<file path="src/rtl/pdm_cic_decim_pkg.sv">
// Shared constants for the PDM-to-PCM CIC decimator: filter order, width and
// scaling derivations, and the +/-1 mapping applied to each PDM bit.
package pdm_cic_decim_pkg;

  localparam int unsigned CIC_N = 3;
  localparam int unsigned PCM_W = 16;

  localparam logic signed [1:0] PDM_ONE  = 2'sb01;
  localparam logic signed [1:0] PDM_ZERO = 2'sb11;

  // Register growth is N*log2(R) bits on top of the 2-bit signed input.
  function automatic int unsigned cic_width(input int unsigned log2r);
    return CIC_N * log2r + 2;
  endfunction

  // Positive result means shift right; negative means shift left.
  function automatic int cic_shift(input int unsigned log2r);
    return int'(CIC_N * log2r) - 15;
  endfunction

endpackage

</file>
<file path="src/rtl/pdm_cic_decim_cic3_chan.sv">
// One channel of the third-order CIC: chained integrators at the PDM rate,
// three combs at the frame rate, then scaling and 16-bit saturation.
module cic3_chan
  import pdm_cic_decim_pkg::*;
#(
  parameter int unsigned W     = 20,
  parameter int          SHIFT = 3
) (
  input  logic          clk,
  input  logic          clr,
  input  logic          acc_en,
  input  logic          comb_en,
  input  logic          load_en,
  input  logic          dat,
  output logic [15:0]   pcm_o
);

  localparam int unsigned SHR = (SHIFT >= 0) ? int'(SHIFT) : 0;
  localparam int unsigned SHL = (SHIFT < 0) ? int'(-SHIFT) : 0;

  logic [W-1:0] i1_q, i1_d, i2_q, i2_d, i3_q, i3_d;
  logic [W-1:0] d1_q, d1_d, d2_q, d2_d, d3_q, d3_d;
  logic [15:0]  pcm_q, pcm_d;

  logic [W-1:0]       x;
  logic [W-1:0]       c1, c2, c3;
  logic signed [31:0] y_ext;
  logic signed [31:0] scaled;
  logic [15:0]        sat;

  always_comb begin
    x = dat ? {{(W-2){PDM_ONE[1]}}, PDM_ONE} : {{(W-2){PDM_ZERO[1]}}, PDM_ZERO};

    // Integrators wrap modulo 2^W; the combs undo the wrap exactly.
    i1_d = i1_q;
    i2_d = i2_q;
    i3_d = i3_q;
    if (acc_en) begin
      i1_d = i1_q + x;
      i2_d = i2_q + i1_d;
      i3_d = i3_q + i2_d;
    end

    c1 = i3_q - d1_q;
    c2 = c1 - d2_q;
    c3 = c2 - d3_q;

    d1_d = d1_q;
    d2_d = d2_q;
    d3_d = d3_q;
    if (comb_en) begin
      d1_d = i3_q;
      d2_d = c1;
      d3_d = c2;
    end

    y_ext  = {{(32-W){c3[W-1]}}, c3};
    scaled = (y_ext >>> SHR) <<< SHL;
    if (scaled > 32'sd32767) begin
      sat = 16'h7FFF;
    end else if (scaled < -32'sd32768) begin
      sat = 16'h8000;
    end else begin
      sat = scaled[15:0];
    end

    pcm_d = load_en ? sat : pcm_q;
  end

  always_ff @(posedge clk) begin
    if (clr) begin
      i1_q  <= '0;
      i2_q  <= '0;
      i3_q  <= '0;
      d1_q  <= '0;
      d2_q  <= '0;
      d3_q  <= '0;
      pcm_q <= '0;
    end else begin
      i1_q  <= i1_d;
      i2_q  <= i2_d;
      i3_q  <= i3_d;
      d1_q  <= d1_d;
      d2_q  <= d2_d;
      d3_q  <= d3_d;
      pcm_q <= pcm_d;
    end
  end

  assign pcm_o = pcm_q;

endmodule

</file>
<file path="src/rtl/pdm_cic_decim.sv">
// Two-channel PDM to 16-bit PCM decimator. Phase, transient-skip and the
// frame-strobe pipeline are shared; each channel runs its own CIC datapath.
module pdm_cic_decim
  import pdm_cic_decim_pkg::*;
#(
  parameter int unsigned C_LOG2R = 6,
  parameter int unsigned C_SKIP  = 3
) (
  input  logic        CK_i,
  input  logic        RST_i,
  input  logic        EN_i,
  input  logic        DAT_EE_i,
  input  logic [1:0]  MICs_DAT_i,
  output logic [31:0] PCMs_o,
  output logic        PCM_EE_o
);

  localparam int unsigned W     = cic_width(C_LOG2R);
  localparam int          SHIFT = cic_shift(C_LOG2R);
  localparam int unsigned SKW   = (C_SKIP < 2) ? 1 : $clog2(C_SKIP + 1);

  logic [C_LOG2R-1:0] phase_q, phase_d;
  logic [SKW-1:0]     skip_q, skip_d;
  logic               comb_go_q, comb_go_d;
  logic               pcm_ee_q, pcm_ee_d;

  logic clr, accept, frame, skip_done, emit;

  always_comb begin
    clr       = RST_i | ~EN_i;
    accept    = DAT_EE_i & EN_i;
    frame     = accept && (phase_q == '1);
    phase_d   = accept ? phase_q + 1'b1 : phase_q;
    comb_go_d = frame;

    // Combs still run on skipped frames so their delay lines fill up.
    skip_done = (skip_q == SKW'(C_SKIP));
    emit      = comb_go_q & skip_done;
    skip_d    = (comb_go_q && !skip_done) ? skip_q + 1'b1 : skip_q;
    pcm_ee_d  = emit;
  end

  always_ff @(posedge CK_i) begin
    if (clr) begin
      phase_q   <= '0;
      skip_q    <= '0;
      comb_go_q <= 1'b0;
      pcm_ee_q  <= 1'b0;
    end else begin
      phase_q   <= phase_d;
      skip_q    <= skip_d;
      comb_go_q <= comb_go_d;
      pcm_ee_q  <= pcm_ee_d;
    end
  end

  cic3_chan #(.W(W), .SHIFT(SHIFT)) u_ch0 (
    .clk     (CK_i),
    .clr     (clr),
    .acc_en  (accept),
    .comb_en (comb_go_q),
    .load_en (emit),
    .dat     (MICs_DAT_i[0]),
    .pcm_o   (PCMs_o[15:0])
  );

  cic3_chan #(.W(W), .SHIFT(SHIFT)) u_ch1 (
    .clk     (CK_i),
    .clr     (clr),
    .acc_en  (accept),
    .comb_en (comb_go_q),
    .load_en (emit),
    .dat     (MICs_DAT_i[1]),
    .pcm_o   (PCMs_o[31:16])
  );

  assign PCM_EE_o = pcm_ee_q;

endmodule

</file>
<file path="config.mk">
export PLATFORM = sky130hd
export DESIGN_NAME = pdm_cic_decim
export DESIGN_NICKNAME = d
export VERILOG_FILES = /design/src/rtl/pdm_cic_decim_pkg.sv /design/src/rtl/pdm_cic_decim_cic3_chan.sv /design/src/rtl/pdm_cic_decim.sv
export SDC_FILE = /design/constraint.sdc
export NUM_CORES = 1
export LEC_CHECK = 0
export ABC_AREA = 0
export CORE_ASPECT_RATIO = 0.7
export CORE_MARGIN = 2
export CORE_UTILIZATION = 41
export DETAILED_ROUTE_END_ITERATION = 10
export PLACE_DENSITY_LB_ADDON = 0.12
export SYNTH_ARGS = -nofsm -noshare
export SYNTH_HDL_FRONTEND = slang
export SYNTH_SLANG_ARGS = --single-unit
export TNS_END_PERCENT = 10
</file>
<file path="constraint.sdc">
create_clock -name CK_i -period 19.24 [get_ports CK_i]
set_clock_uncertainty 0.2 [all_clocks]
set_input_delay 1.924 -clock CK_i [delete_from_list [all_inputs] [get_ports CK_i]]
set_output_delay 1.924 -clock CK_i [all_outputs]
set_load 0.005 [all_outputs]
</file>
==> flow_summary_export.csv, run 1 <==
group,metric,value,unit
min_path,holdPathStages,2,
sta,setup_tns,0,ps
layout,fillers,4720,
die,row_count,67,
place,dp_hpwl,29600,um
clock_tree,cts_setup_buffers,0,
critical_path,worstPathArrival,8460,ps
synth,synth-main-ff-cell,"dfxtp_1",
synth,ys_seq_area_share,28.0,%
synth,synth.area.top_cells,"dfxtp_1, ha_1, mux2i_1, nor2_1, xnor2_1",
global_routing,grt_usage,16.0,%
outcome,outcome,"finished, final reports clean",
synth,syn_area_per_cell,8.36,um^2
run,drv_cap,0,
synth,syn_inst,2414,
route,viasPerCell,5.18,
clock_tree,clockBufferDepth,3,
power_and_ir_drop,power.density,165,nW/um^2
synth,synth_top_area_share,28.0,%
clock_tree,numCtsBuffers,35,
layout,final_cell_mix,"nor2_1, dfxtp_1, ha_1",
critical_path,worstPathRequired,19500,ps
critical_path,r2r_slack,11740,ps
global_routing,antenna_found_initial,0,
global_routing,grt_max_degree,92,
synth,synth_cell_types,79,
power_and_ir_drop,ir_worst_vdd,189,uV
die,die_w,269,um
min_path,hp-class,"flip-flop to flip-flop",
synth,synth.largest_area_cell,"dfxtp_1",
clock_tree,clock_latency,530,ps
clock_tree,cts_hold_buf,0,
synth,async_flop_share,0,%
synth,ys_warn_count,0,
sta,worst_pin_slew,1080,ps
critical_path,end_kind,"flip-flop",
route,finalWirelength,41300,um
clock_tree,cts-root-buf,"clkbuf_16",
route,wl_per_cell,13.3,um
critical_path,crit_path_start_kind,"primary input",
place,port_buffers,38,
global_routing,grt_pass1_vias,15000,
sta,setup_viol,0,
sta,relSlewSlack,27.6,%
layout,nets,2663,
die,die_h,190,um
route,ant_nets,0,
clock_tree,clk_pin_slew_worst_paths,60,ps
layout,diodes,0,
layout,synthToLayoutAreaGrowth,10.5,%
die,die_area,51100,um^2
clock_tree,cts_sinks,282,
layout,fin_util,46.3,%
global_routing,overflow,0,
die,core_area,48200,um^2
route,drc,0,
place,place_congestion,0.811,
synth,synth_edf_count,0,
layout,drive_above_1_share,4.50,%
die,ios,39,
synth,synth_area,20200,um^2
critical_path,crit_path_max_fanout,21,
clock_tree,cts_tree,"built",
sta,period_share,42.6,%
sta,timing.final.hold_violations,0,
die,start_util,41.9,%
synth,syn-num-nets,2656,
clock_tree,htreeDepth,2,
route,drtIter0Drc,680,
critical_path,critPathKind,"primary input to flip-flop",
synth,ys_ff_latch,282,
sta,clock.fmax,0.122,GHz
layout,final_common_cell,"nor2_1",
route,vias,16100,
power_and_ir_drop,p_leak,8.96,nW
clock_tree,post_cts_resized,0,
sta,post-route-min-period,8200,ps
critical_path,r2r_cells,27,
sta,rsz0062_at_grt,"false",
route,detail_route.first_pass.iterations,5,
sta,report.final.slew_viol_count,0,
global_routing,grt_pass1_wl,70600,um
[worst paths after layout]
check / to / startpoint
setup reg to reg: u_ch1.pcm_o[0] / u_ch1.d1_q[2]
setup / recovery: u_ch1.i3_q[19] / MICs_DAT_i[1]
hold reg to reg: comb_go_q / phase_q[5]
hold / removal: comb_go_q / phase_q[5]
[power by group]
part / total, mW / switching (mW) / internal, mW
combinational: 2.40 / 1.33 / 1.07
sequential: 0.619 / 0.0163 / 0.603
clock: 0.665 / 0.272 / 0.393
[metrics by stage]
step	worst slack [ps]	std cells	hold WS [ps]	instance area, um^2	power, mW
after floorplan	11880	2414	234	20200	2.60
after global placement	10710	3039	245	21200	3.00
after detailed placement	10580	3039	246	21200	3.03
after CTS	11080	3100	255	22300	3.73
after global routing	10300	3100	286	22300	4.02
final	11040	3100	249	22300	3.69
[cell families (layout without fill, tap and decap cells)]
family,count (synthesis),in the layout,synth area share [%]
DFF,282,282,28.0
muxes,197,197,9.77
xor gates and xnor gates,195,195,8.71
and+or+nand+nor,678,678,14.9
AOI/OAI and AO/OA,549,549,17.6
buffers and inverters,250,281,4.69
adders and majority gates,263,263,16.4
[per-layer routing]
layer	wire length (um)	global-route usage [%]	vias up
met5	0	0	-
met4	665	3.74	0
met3	1160	2.60	53
met2	18000	26.1	113
met1	21500	22.1	7401
li1	-	-	8494
[registers in the layout, indices dropped and copies added (netlist names), 16 cells and up]
signal       count
u_ch1.d2_q      20
u_ch0.i3_q      20
u_ch1.d3_q      20
u_ch0.d3_q      20
u_ch1.pcm_o     16
u_ch0.pcm_o     16
u_ch0.i2_q      20
u_ch1.i3_q      20
u_ch0.d1_q      20
u_ch1.i1_q      20
u_ch1.d1_q      20
u_ch0.d2_q      20
u_ch0.i1_q      20
u_ch1.i2_q      20
[critical path, cell delays in order]
cell and delay [ps]:
clkdlybuf4s50_1 480, inv_1 590, ha_1 400, nor2b_1 150, o21ai_0 200, a21boi_0 160
o21a_1 210, o41a_1 390, nand2_1 100, nand2_1 50, a21oi_1 170, xnor2_1 170
ha_1 310, a21oi_1 180, o21a_1 160, o21ai_0 130, a21o_1 240, a21oi_1 180
xnor2_1 170, ha_1 310, o21ai_0 390, nor2_1 80, a21o_1 200, nor4_1 300
o41ai_1 170, xor2_1 180, or3_1 320, a21oi_1 130
[synthesized netlist by cell type (29+ instances only)]
master,instances
ha_1,226
nor2_1,375
inv_1,173
nand2_1,107
mux2i_1,197
a211oi_1,53
xor2_1,58
nor2b_1,29
a21oi_1,157
o21ai_0,116
xnor2_1,133
nor3_1,39
a21o_1,46
dfxtp_1,282
o21a_1,35
clkbuf_1,47
nand2b_1,30
[layout make-up]
| class | count | area [um^2] | area share (%) |
|---|---|---|---|
| Inverter | 173 | 649 | 2.91 |
| Multi-Input combinational cell | 1882 | 13600 | 61.0 |
| Sequential cell | 282 | 5650 | 25.3 |
| Timing Repair Buffer | 47 | 449 | 2.01 |
| Tap cell | 655 | 820 | 3.67 |
| Clock inverter | 17 | 190 | 0.852 |
| Clock buffer | 44 | 950 | 4.25 |
Power figures use the tool's default switching activity.
==> inputs of run 2 (changes only) <==
==> constraint.sdc (replaced) <==
create_clock -name CK_i -period 6.9 [get_ports CK_i]
set_clock_uncertainty 0.2 [all_clocks]
set_input_delay 0.69 -clock CK_i [delete_from_list [all_inputs] [get_ports CK_i]]
set_output_delay 0.69 -clock CK_i [all_outputs]
set_load 0.005 [all_outputs]
==> flow_summary_export.csv, run 2 (same netlist as run 1, synthesis figures left out) <==
group,metric,value,unit
outcome,outcome,"finished, final reports clean",
place,dp_hpwl,30100,um
run,drv_cap,0,
critical_path,worstPathArrival,6820,ps
global_routing,overflow,0,
power_and_ir_drop,clockPowerShare,18.2,%
place,place_congestion,0.796,
die,die_area,51100,um^2
critical_path,worstPathRequired,7120,ps
route,vias,16200,
global_routing,grt_max_degree,141,
route,drc,0,
critical_path,reg2reg_from,"u_ch0.i3_q[0]",
global_routing,grt_usage,16.2,%
power_and_ir_drop,p_int,6.30,mW
place,dp.cells,3053,
die,ios,39,
power_and_ir_drop,power.density,485,nW/um^2
critical_path,startpoint,"u_ch0.i3_q[0]",
power_and_ir_drop,seq_power_share,15.6,%
clock_tree,cts_sinks,282,
clock_tree,clk_pin_slew_worst_paths,60,ps
power_and_ir_drop,p_comb_share,66.2,%
die,die_w,269,um
power_and_ir_drop,net-switching-power,4.74,mW
power_and_ir_drop,ir_worst_vdd,670,uV
critical_path,crit_slowest_cell,"xnor3_2",
critical_path,crit_path_max_fanout,6,
sta,rsz0062_at_grt,"true",
critical_path,cpPeakStageDelay,380,ps
place,port_buffers,38,
clock_tree,cts-root-buf,"clkbuf_16",
die,die_h,190,um
clock_tree,cts_tree,"built",
min_path,hp-class,"flip-flop to flip-flop",
clock_tree,numCtsBuffers,34,
place,placed_cell_area,21300,um^2
layout,synthToLayoutAreaGrowth,12.7,%
sta,setup_viol,0,
route,ant_nets,0,
sta,report.final.slew_viol_count,0,
critical_path,critPathKind,"flip-flop to flip-flop",
sta,clock.fmax,0.152,GHz
die,row_count,67,
sta,timing.final.hold_violations,0,
layout,fin_area,22800,um^2
layout,final_common_cell,"nor2_1",
layout,diodes,0,
layout,drive_above_1_share,6.45,%
layout,nets,2682,
layout,final_cell_mix,"nor2_1, dfxtp_1, ha_1",
route,viasPerCell,5.19,
global_routing,grt_pass1_wl,71700,um
sta,worst_pin_slew,1050,ps
clock_tree,cts_hold_buf,0,
clock_tree,clockBufferDepth,3,
power_and_ir_drop,p_leak,9.19,nW
global_routing,grt_pass1_vias,15200,
global_routing,antenna_found_initial,0,
die,start_util,41.9,%
clock_tree,clock_latency,530,ps
route,finalWirelength,42200,um
route,wl_per_cell,13.5,um
sta,post-route-min-period,6600,ps
critical_path,end_kind,"flip-flop",
critical_path,crit_path_start_kind,"flip-flop",
route,drtIter0Drc,718,
sta,period_share,95.6,%
min_path,worstHoldStart,"phase_q[5]",
power_and_ir_drop,power.total,11.0,mW
clock_tree,htreeDepth,2,
sta,relSlewSlack,30.0,%
die,core_area,48200,um^2
layout,fin_util,47.2,%
power_and_ir_drop,swShare,42.9,%
route,detail_route.first_pass.iterations,5,
layout,instances_no_fill,3121,
-- run 2: changes by cell type in the layout (fill, tap and decap cells not counted), sizes merged --
cell	delta
clkinv	-1
clkbuf	+6
inv	-4
xnor3	+1
clkinvlp	-2
bufinv	+2
buf	+19
-- run 2: area by class of cell --
class	instances	area (um^2)
inverters	173	649
fillers	4761	25400
multi-input cells	1883	13800
clock buffers	50	1070
well taps	655	820
repair buffers	66	617
flip-flops and latches	282	5650
clock inverters	12	188
-- run 2: through the flow --
step	hold WS, ps	TNS, ps	worst slack (ps)
2_1_floorplan	234	0	571
3_3_place_gp	237	0	112
3_5_place_dp	247	-3290	-200
4_1_cts	253	0	35.5
5_1_grt	276	-433	-55.4
6_report	244	0	303
-- run 2: timing repair --
item                                    CTS  global route
cloned                                    0             1
setup buffers                             2             3
gates resized for setup                   4            33
pin swaps                                 1            14
endpoints found under the setup margin   27            32
-- run 2: path summary, 6_finish.rpt --
path,slack (ps),end,cells after the start
setup / recovery,300,u_ch0.pcm_o[4],29
hold / removal,240,comb_go_q,2
setup reg to reg,300,u_ch0.pcm_o[4],29
hold reg to reg,240,comb_go_q,2
-- run 2: power by group through the flow --
stage               Combinational, mW  Clock (mW)  Sequential, mW
floorplan                        5.51           0            1.75
global placement                 6.61           0            1.76
detailed placement               6.68           0            1.76
CTS                              6.97        2.09            1.73
global route                     8.11        2.15            1.73
finish                           7.31        2.01            1.72
-- run 2: worst max-delay path, delay by kind of cell, from the launching register on --
family	cells	cell delay, ps
AOI/OAI and AO/OA	14	2730
adders and majority gates	5	1600
xor gates and xnor gates	4	930
and+or+nand+nor	5	660
DFF	1	340
buffers and inverters	1	50
-- run 2: routing by layer --
layer  GRT usage, %  up-vias  wire length [um]
met5              0        -                 0
met4           3.37        0               561
met3           2.39       43              1190
met2           26.9      145             18700
met1           22.4     7489             21700
li1               -     8525                 -
